## src/rtl/jk_pair_monitor.sv

```systemverilog
// Checker for a dual-reset JK flip-flop pair: golden JK model, toggle/mismatch counters,
// stuck-toggle detection and a fault FSM. Define JKMON_ASYN_CHECK_EN to also compare q_asyn.
module jk_pair_monitor #(
    parameter int CNT_W        = 8,
    parameter int STUCK_LIMIT  = 16,
    parameter int FAULT_THRESH = 4
) (
    input  logic             clk,
    input  logic             reset,
    input  logic             enable,
    input  logic             clear,
    input  logic             J,
    input  logic             K,
    input  logic             q_asyn,
    input  logic             q_syn,
    output logic [CNT_W-1:0] toggle_cnt,
    output logic [CNT_W-1:0] mismatch_cnt,
    output logic             stuck,
    output logic             fault,
    output logic [1:0]       state
);

    typedef enum logic [1:0] {
        IDLE  = 2'd0,
        SYNC  = 2'd1,
        RUN   = 2'd2,
        FAULT = 2'd3
    } state_t;

    localparam int RUN_W = $clog2(STUCK_LIMIT + 1);
    localparam logic [CNT_W-1:0] CNT_MAX   = '1;
    localparam logic [RUN_W-1:0] RUN_LIMIT = RUN_W'(STUCK_LIMIT);

    state_t           state_reg, state_next;
    logic             gm_reg, gm_next;
    logic             q_prev_reg, q_prev_next;
    logic [CNT_W-1:0] toggle_cnt_reg, toggle_cnt_next;
    logic [CNT_W-1:0] mismatch_cnt_reg, mismatch_cnt_next;
    logic             stuck_reg, stuck_next;
    logic [RUN_W-1:0] stuck_run_reg, stuck_run_next;
    logic             fault_reg;

    logic mismatch;
    logic toggle;
    logic gm_jk;
    logic asyn_ok;

`ifdef JKMON_ASYN_CHECK_EN
    assign mismatch = (q_syn != gm_reg) | (q_asyn != q_syn);
    assign asyn_ok  = (q_asyn == q_syn);
`else
    logic unused_asyn;
    assign unused_asyn = q_asyn;
    assign mismatch    = (q_syn != gm_reg);
    assign asyn_ok     = 1'b1;
`endif

    assign toggle = (q_syn != q_prev_reg);

    // Golden JK next value from the sampled J/K.
    always_comb begin
        gm_jk = gm_reg;
        case ({J, K})
            2'b01:   gm_jk = 1'b0;
            2'b10:   gm_jk = 1'b1;
            2'b11:   gm_jk = ~gm_reg;
            default: gm_jk = gm_reg;
        endcase
    end

    always_comb begin
        state_next        = state_reg;
        gm_next           = gm_reg;
        q_prev_next       = q_prev_reg;
        toggle_cnt_next   = toggle_cnt_reg;
        mismatch_cnt_next = mismatch_cnt_reg;
        stuck_next        = stuck_reg;
        stuck_run_next    = stuck_run_reg;

        if (clear) begin
            state_next        = IDLE;
            toggle_cnt_next   = '0;
            mismatch_cnt_next = '0;
            stuck_next        = 1'b0;
            stuck_run_next    = '0;
        end else begin
            case (state_reg)
                IDLE: begin
                    if (enable) state_next = SYNC;
                end
                SYNC: begin
                    // Align model and toggle history to the flip-flop before counting.
                    gm_next     = q_syn;
                    q_prev_next = q_syn;
                    if (asyn_ok) state_next = RUN;
                end
                RUN: begin
                    gm_next     = gm_jk;
                    q_prev_next = q_syn;
                    if (mismatch && (mismatch_cnt_reg != CNT_MAX))
                        mismatch_cnt_next = mismatch_cnt_reg + 1'b1;
                    if (toggle && (toggle_cnt_reg != CNT_MAX))
                        toggle_cnt_next = toggle_cnt_reg + 1'b1;
                    if (J && K && !toggle) begin
                        if (stuck_run_reg != RUN_LIMIT)
                            stuck_run_next = stuck_run_reg + 1'b1;
                    end else begin
                        stuck_run_next = '0;
                    end
                    if (stuck_run_next == RUN_LIMIT) stuck_next = 1'b1;
                    // Threshold takes priority over enable dropping on the same edge.
                    if (mismatch && (int'(mismatch_cnt_next) >= FAULT_THRESH))
                        state_next = FAULT;
                    else if (!enable)
                        state_next = IDLE;
                end
                FAULT: begin
                    state_next = FAULT;
                end
                default: begin
                    state_next = IDLE;
                end
            endcase
        end
    end

    always_ff @(posedge clk) begin
        if (reset) begin
            state_reg        <= IDLE;
            gm_reg           <= 1'b0;
            q_prev_reg       <= 1'b0;
            toggle_cnt_reg   <= '0;
            mismatch_cnt_reg <= '0;
            stuck_reg        <= 1'b0;
            stuck_run_reg    <= '0;
            fault_reg        <= 1'b0;
        end else begin
            state_reg        <= state_next;
            gm_reg           <= gm_next;
            q_prev_reg       <= q_prev_next;
            toggle_cnt_reg   <= toggle_cnt_next;
            mismatch_cnt_reg <= mismatch_cnt_next;
            stuck_reg        <= stuck_next;
            stuck_run_reg    <= stuck_run_next;
            fault_reg        <= (state_next == FAULT);
        end
    end

    assign toggle_cnt   = toggle_cnt_reg;
    assign mismatch_cnt = mismatch_cnt_reg;
    assign stuck        = stuck_reg;
    assign fault        = fault_reg;
    assign state        = state_reg;

endmodule

```

## config.mk

```make
export PLATFORM = sky130hd
export DESIGN_NAME = jk_pair_monitor
export DESIGN_NICKNAME = d
export VERILOG_FILES = /design/src/rtl/jk_pair_monitor.sv
export SDC_FILE = /design/constraint.sdc
export NUM_CORES = 1
export LEC_CHECK = 0
export ABC_CLOCK_PERIOD_IN_PS = 1700
export CAP_MARGIN = 20
export CORE_AREA = 2 2 67 50
export CTS_CLUSTER_DIAMETER = 30
export DETAILED_ROUTE_END_ITERATION = 6
export DIE_AREA = 0 0 69 52
export DONT_BUFFER_PORTS = 1
export PLACE_DENSITY = 0.71
export SKIP_CTS_REPAIR_TIMING = 1
export SYNTH_ARGS = -nofsm -noshare
export SYNTH_HDL_FRONTEND = slang
export SYNTH_SLANG_ARGS = --single-unit
```

## constraint.sdc

```tcl
create_clock -name clk -period 1.7 [get_ports clk]
set_input_delay 0.085 -clock clk [delete_from_list [all_inputs] [get_ports clk]]
set_output_delay 0.085 -clock clk [all_outputs]
set_load 0.01 [all_outputs]
```

# After elaboration in Yosys (flattened, before gate mapping)
# Index checks and enable logic that the tools add are counted.
# totals
memories	0
romBits	0
output_inout_bits	20
wordCells	56
latchBits	0
reg_bits	27
ramBits	0
# op_classes
n_lt_le_gt_ge	1
n_reduce_logical	14
n_mul	0
muxes	14
add_sub_neg	3
eq_ne	14
shifts	0
bitwise	2
div_mod_pow	0
# ops
op	count
$mux W8	3
$mux W5	4
$add A8 B1 Y8 const B	2
$ne A8 B8 Y1 const B	2
$eq A2 B2 Y1 const B	5
$ge A8 B3 Y1 const B	1
$mux W2	4
$pmux W2 S4	1
$reduce_and A2 Y1	3
$add A5 B1 Y5 const B	1
$eq A5 B5 Y1 const B	1
$logic_and A1 B1 Y1	5
$ne A5 B5 Y1 const B	1
$eq A2 B1 Y1 const B	2
$ne A4 B1 Y1 const B	1
$reduce_or A2 Y1	2
$pmux W1 S3	1
$reduce_and A3 Y1	1
$logic_not A2 Y1	1
$ne A1 B1 Y1	2
$not A1 Y1	2
$pmux W1 S2	1
$reduce_bool A2 Y1	1
$logic_not A1 Y1	1

# Longest topological paths before layout
# Gate-level depths: netlist of run 1.
# logic_depth
word_depth	11
mapped_depth	7

# Least setup slack after synthesis of run 1
# Ideal clock, no wire load.
# synth_path
path_kind	flip-flop to flip-flop
startpoint	register toggle_cnt_reg[0], in the netlist toggle_cnt[0]
endpoint	register toggle_cnt_reg[5], in the netlist toggle_cnt[5]
required_ps	1630
arrival_time_ps	1830
path_stages_with_launch	7
setup_time_ps	70
setup_slack_ps	-200
n_path_buf	0
path_cell_list	dfxtp_1 > ha_1 > and3_1 > a311oi_4 > nand4_2 > or3_1 > a21oi_1
# synth_between
elab_chain_len	3
word_cells_on_any_way	4
# synth_rtl
element	line	text
start: declaration	37	logic [CNT_W-1:0] toggle_cnt_reg, toggle_cnt_next;
start signal: assignment	141	toggle_cnt_reg <= toggle_cnt_next;
parallel branches: the longest is 3 deep, another holds $add A8 B1 Y8	-	
# Parallel ways; which one is timed is not known.
# A chain may end at the register's enable or synchronous reset.

# Worst setup path after layout of run 1
# Same ends and word-level chain as after synthesis.

==> flow_summary_export.csv, run 1 <==
group,metric,value,unit
status,status,"finished with violations",
status,violations,"hold timing, setup timing",
yosys,synth_edf_count,0,
floorplanning,initial_core_util,52.5,%
grt,first_global_vias,1333,
power_and_ir_drop,ir_drop,0.582,mV
setup_path,crit_type,"reg2reg",
route,drt_iter0_markers,56,
yosys,yosysUniqueCellTypes,38,
cts,clk_pin_slew,90,ps
grt,grt_first_pass_wirelength,5.74,mm
grt,antenna_found_initial,0,
timing,setup_slack,-26.8,ps
grt,grtUsageMet1,23.6,%
route,routed_wl,3.71,mm
setup_path,setup.worst_path.end_class,"flip-flop",
setup_path,worstRegToRegCells,6,
setup_path,required,1900,ps
setup_path,crit_path_max_incr_delay,390,ps
timing,drv_slew,0,
cts,clock-sinks,27,
yosys,syn-num-nets,207,
timing,setup_viol,2,
worst_hold_path,hold-path-cell-count,2,
cells_and_area,utilization,65.8,%
cts,cts_tree,"yes",
yosys,async_flop_share,0,%
yosys,syn_avg_cell_area,8.22,sq um
setup_path,crit_chain,"ha_4, and3_4, a311oi_4, nand4_2, or3_1, a21oi_2",
yosys,synth_commonest_cells,"dfxtp_1, nor2_1, a21oi_1",
yosys,syn-cell-area,0.00156,sq mm
cells_and_area,antennaDiodeCount,0,
timing,slew_headroom,66.5,%
cells_and_area,seqCellArea,553,sq um
cells_and_area,syn_to_final_growth,25.4,%
grt,grt_max_degree,27,
yosys,yosysTopAreaCell,"dfxtp_1",
flow_run,cap_violations,0,
floorplanning,rows,17,
timing,clock.fmax,579,MHz
timing,fin_crit,1730,ps
cts,clk_latency,280,ps
yosys,ys_ff_latch,27,
placed_design,finalWeightedCongestion,0.825,
cts,root_buffer,"clkbuf_8",
grt,grt_usage,20.2,%
route,vias,1448,
grt,grt_overflow,0,
yosys,netlist_instances,190,
cts,htree_levels,1,
yosys,yosysSeqAreaShare,34.6,%
route,routedWlPerCell,14.7,um
placed_design,portBuffers,0,
yosys,yosysWarnings,0,
floorplanning,dieArea,0.00359,sq mm
cells_and_area,multiInputGateArea,0.00107,sq mm
yosys,synth.area.top_cells,"dfxtp_1, ha_1, nor2_1",
cts,clock_path_buffers,2,
route,drc,0,
floorplanning,io_pins,28,
grt,grt.busiest_layer,"met2",
timing,fin_worst_skew,11.0,ps
floorplanning,die_h,52,um
cells_and_area,nFillCells,268,
timing,setup_tns,-30.0,ps
timing,rsz0062_at_grt,"yes",
grt,grt_use_met2,35.7,%
yosys,yosysMostFrequentCell,"dfxtp_1",
power_and_ir_drop,power_leakage,0.000742,uW
yosys,synth_top_area_share,34.6,%
worst_hold_path,hold_path_class,"in2reg",
floorplanning,chipWidth,69,um
setup_path,crit_arrival,1930,ps
route,ant_nets,0,
timing,max_slew.worst_pin.slew,503,ps
route,viasPerCell,5.75,
cells_and_area,layout-drive-gt1-share,26.6,%
setup_path,slowest_stage,"or3_1",
route,dr.pass1.iters,4,
timing,fin_hold_ws,-19.1,ps
cells_and_area,nNetsFinal,232,
grt,grtUsageMet3,5.81,%
power_and_ir_drop,power_density,558,mW/mm^2
timing,hold_viol,1,
yosys,yosys_most_used_dff,"dfxtp_1",
timing,fin_crit_sh,102,%
cts,cts_made_buffers,3,
floorplanning,design.core.area,0.00298,sq mm
setup_path,start_kind,"flip-flop",
setup_path,cp_max_fo,4,
placed_design,dpl.hpwl,2.68,mm
stage by stage:
stage / hold WS (ps) / power, uW / setup slack, ps / instance area (sq um) / std cells
final: -19.1 / 1090 / -26.8 / 1960 / 252
after global routing: 3.45 / 1140 / -74.3 / 1960 / 252
after CTS: -140 / 1090 / -93.3 / 1840 / 247
after detailed placement: 161 / 730 / -69.8 / 1790 / 243
after global placement: 160 / 728 / 36.5 / 1790 / 243
after floorplan: 157 / 710 / -69.4 / 1610 / 190
layout make-up:
cell class | count | share of cell area (%)
flip-flops and latches | 27 | 28.2
repair buffers | 27 | 10.7
multi-input cells | 148 | 54.9
inverters | 8 | 1.53
clock buffers | 4 | 2.30
well taps | 38 | 2.43
power by group:
part | leakage [uW] | switching [uW] | internal (uW)
Clock | 0.0000228 | 197 | 168
Combinational | 0.000497 | 51.0 | 38.5
Sequential | 0.000222 | 3.64 | 634
Total | 0.000742 | 251 | 841
layout by cell type (no fill, tap or decap), types with 5 or more instances in the layout:
| cell type | instances |
|---|---|
| a21oi_1 | 13 |
| dfxtp_2 | 7 |
| ha_1 | 6 |
| xor2_1 | 5 |
| nor3_1 | 5 |
| inv_1 | 7 |
| mux2i_1 | 5 |
| xnor2_1 | 6 |
| nand2_1 | 13 |
| nand3_1 | 12 |
| dfxtp_1 | 19 |
| buf_4 | 25 |
| nor2_1 | 25 |
path summary, 6_finish.rpt:
path,slack (ps),endpoint,startpoint
max,-30,toggle_cnt[5],toggle_cnt[0]
min,-20,q_prev_reg,q_syn
max reg2reg,-30,toggle_cnt[5],toggle_cnt[0]
min reg2reg,510,stuck_run_reg[1],stuck_run_reg[1]
worst max-delay path: cells and delay by family (launching register included):
family,cells,cell delay [ps]
flops,1,360
fa+ha+maj,1,160
simple gates,3,740
compound gates,2,390
cells by family (layout without fill, tap and decap cells):
kind of cell,Yosys count,count (layout),share of synthesized area [%]
flip-flops,27,27,34.6
buffers and inverters,15,39,3.60
XOR/XNOR,14,14,7.85
multiplexers,5,5,3.20
adder cells (fa/ha/maj),9,9,7.21
AND/OR/NAND/NOR,82,82,26.6
AO/OA/AOI/OAI,38,38,17.0
per-layer routing:
layer	up-vias	share of wire, %	routed length (um)
met2	32	50	1860
li1	725	-	-
met3	4	4.8	177
met5	-	0	0
met1	687	44	1630
met4	0	1.2	44
(Power assumes the default switching activity.)
==> run 2, diff against run 1 <==
- ABC_CLOCK_PERIOD_IN_PS: 1700 -> 1750
- CORE_AREA: 2 2 67 50 -> 2 2 64 48
- DIE_AREA: 0 0 69 52 -> 0 0 66 50
- PLACE_DENSITY: 0.71 -> 0.74
- clock period: 1.7 -> 1.75 ns (I/O delays scaled with it)
==> run 2 against run 1 <==
  * The run ends with setup timing left
  * Non-clock buffer count shrank 3
  * Fmax is 2.2% lower
  * Combinational power fell by 4.6%
  * Sequential share of layout area up 0.50 points
  * Sequential power shrank 3%
  * Wire length is 0.13% lower
  * Clock skew down 0.98 ps
  * Largest power group unchanged
==> flow_summary_export.csv, run 2 (synthesized netlist as in run 1, its figures left out) <==
group,metric,value,unit
timing,fin_crit,1770,ps
cts,htree_levels,1,
floorplanning,chipWidth,66,um
setup_path,start_kind,"flip-flop",
timing,hold_viol,0,
setup_path,setup.worst_path.end_class,"flip-flop",
timing,rsz0062_at_grt,"yes",
grt,grt_usage,23.6,%
setup_path,worstRegToRegCells,6,
setup_path,slowest_stage,"dfxtp_4",
cells_and_area,antennaDiodeCount,0,
status,violations,"setup timing",
placed_design,placed_area,0.00177,sq mm
power_and_ir_drop,pwr-share-clk,33.4,%
route,drt_iter0_markers,46,
cts,clk_pin_slew,100,ps
cells_and_area,layout_common_cells,"nor2_1, buf_4, dfxtp_1",
power_and_ir_drop,power_leakage,0.000734,uW
placed_design,portBuffers,0,
cells_and_area,layout-drive-gt1-share,23.7,%
cells_and_area,design_area,0.00192,sq mm
grt,antenna_found_initial,0,
power_and_ir_drop,combPwrFrac,8.1,%
route,vias,1434,
setup_path,crit_arrival,1970,ps
power_and_ir_drop,p_switching,248,uW
cells_and_area,syn_to_final_growth,22.7,%
timing,setup_slack,-15.2,ps
cts,root_buffer,"clkbuf_8",
floorplanning,die_h,50,um
route,dr.pass1.iters,4,
setup_path,crit_buf_inv,0,
power_and_ir_drop,switching_share,23.4,%
cts,clock_path_buffers,2,
placed_design,place_ws,-58.5,ps
placed_design,dpl.hpwl,2.70,mm
setup_path,cp.depth,6,
setup_path,critPathTopFamily,"simple AND/OR/NAND/NOR gates",
placed_design,finalWeightedCongestion,0.902,
setup_path,required,1950,ps
floorplanning,dieArea,0.00330,sq mm
setup_path,cp_max_fo,5,
timing,clock.fmax,566,MHz
timing,fin_worst_skew,10.0,ps
setup_path,crit_type,"reg2reg",
grt,grt_max_degree,27,
cts,cts_tree,"yes",
timing,fin_crit_sh,101,%
grt,grt_first_pass_wirelength,6.08,mm
floorplanning,initial_core_util,58.3,%
cells_and_area,utilization,71.5,%
power_and_ir_drop,ir_drop,0.555,mV
timing,drv_slew,0,
route,routedWlPerCell,15.0,um
timing,setup_viol,2,
cells_and_area,nFillCells,230,
cts,cts_made_buffers,3,
cells_and_area,nNetsFinal,229,
grt,first_global_vias,1398,
grt,grt_overflow,0,
route,viasPerCell,5.81,
setup_path,crit_chain,"ha_4, and3_4, a311oi_4, nand4_4, or3_4, a21oi_2",
power_and_ir_drop,p_int,812,uW
timing,max_slew.worst_pin.slew,526,ps
route,routed_wl,3.71,mm
floorplanning,io_pins,28,
cells_and_area,mostFrequentLayoutCell,"nor2_1",
route,drc,0,
worst_hold_path,hold_path_class,"in2reg",
power_and_ir_drop,power_density,553,mW/mm^2
floorplanning,rows,16,
setup_path,crit_path_max_incr_delay,360,ps
timing,slew_headroom,64.9,%
floorplanning,design.core.area,0.00268,sq mm
cts,clock-sinks,27,
flow_run,cap_violations,0,
status,status,"finished with violations",
power_and_ir_drop,seq_power_share,58.6,%
route,ant_nets,0,
worst_hold_path,hold-path-cell-count,3,
cts,clk_latency,280,ps
==> run 2: final cells by class <==
cell class / count / area (sq um) / share of cell area, %
Clock buffer: 3 / 41.3 / 2.15
Clock inverter: 1 / 5.00 / 0.261
Inverter: 8 / 30.0 / 1.57
Multi-Input combinational cell: 148 / 1060 / 55.3
Sequential cell: 27 / 551 / 28.7
Tap cell: 36 / 45.0 / 2.35
Timing Repair Buffer: 24 / 185 / 9.66
==> run 2: worst paths after layout <==
path                                     from             to  slack (ps)
worst max-delay path            toggle_cnt[0]  toggle_cnt[5]         -20
worst min register to register     q_prev_reg     q_prev_reg         580
worst max register to register  toggle_cnt[0]  toggle_cnt[5]         -20
worst min-delay path                    clear     q_prev_reg         100
==> run 2: power groups by stage <==
stage                     Clock (uW)  Sequential [uW]  Combinational, uW
final                            354              621               85.5
after CTS                        366              620               75.3
after global routing             390              621               95.1
after global placement             0              634               71.9
after detailed placement           0              635               74.7
after floorplan                    0              636               54.0
==> run 2: routing by layer <==
layer	up-vias	track usage, %	share of wire [%]
li1	720	-	-
met1	671	28.5	44
met2	41	40.9	49
met3	2	7.08	6.3
met4	0	5.78	0.30
met5	-	0	0
==> run 2: tightest hold or removal path, stage by stage <==
cell and delay [ps]:
nor2b_1 50, mux2i_1 120, nor2_1 80
==> run 2: metrics by stage <==
step / power (uW) / instances / setup TNS, ps / hold WS, ps
finish: 1060 / 247 / -26.9 / 99.2
floorplan: 690 / 190 / -19.4 / 160
detailed placement: 709 / 238 / -150 / 165
CTS: 1060 / 242 / -283 / -139
global placement: 706 / 238 / -12.0 / 162
global route: 1110 / 247 / -381 / 129
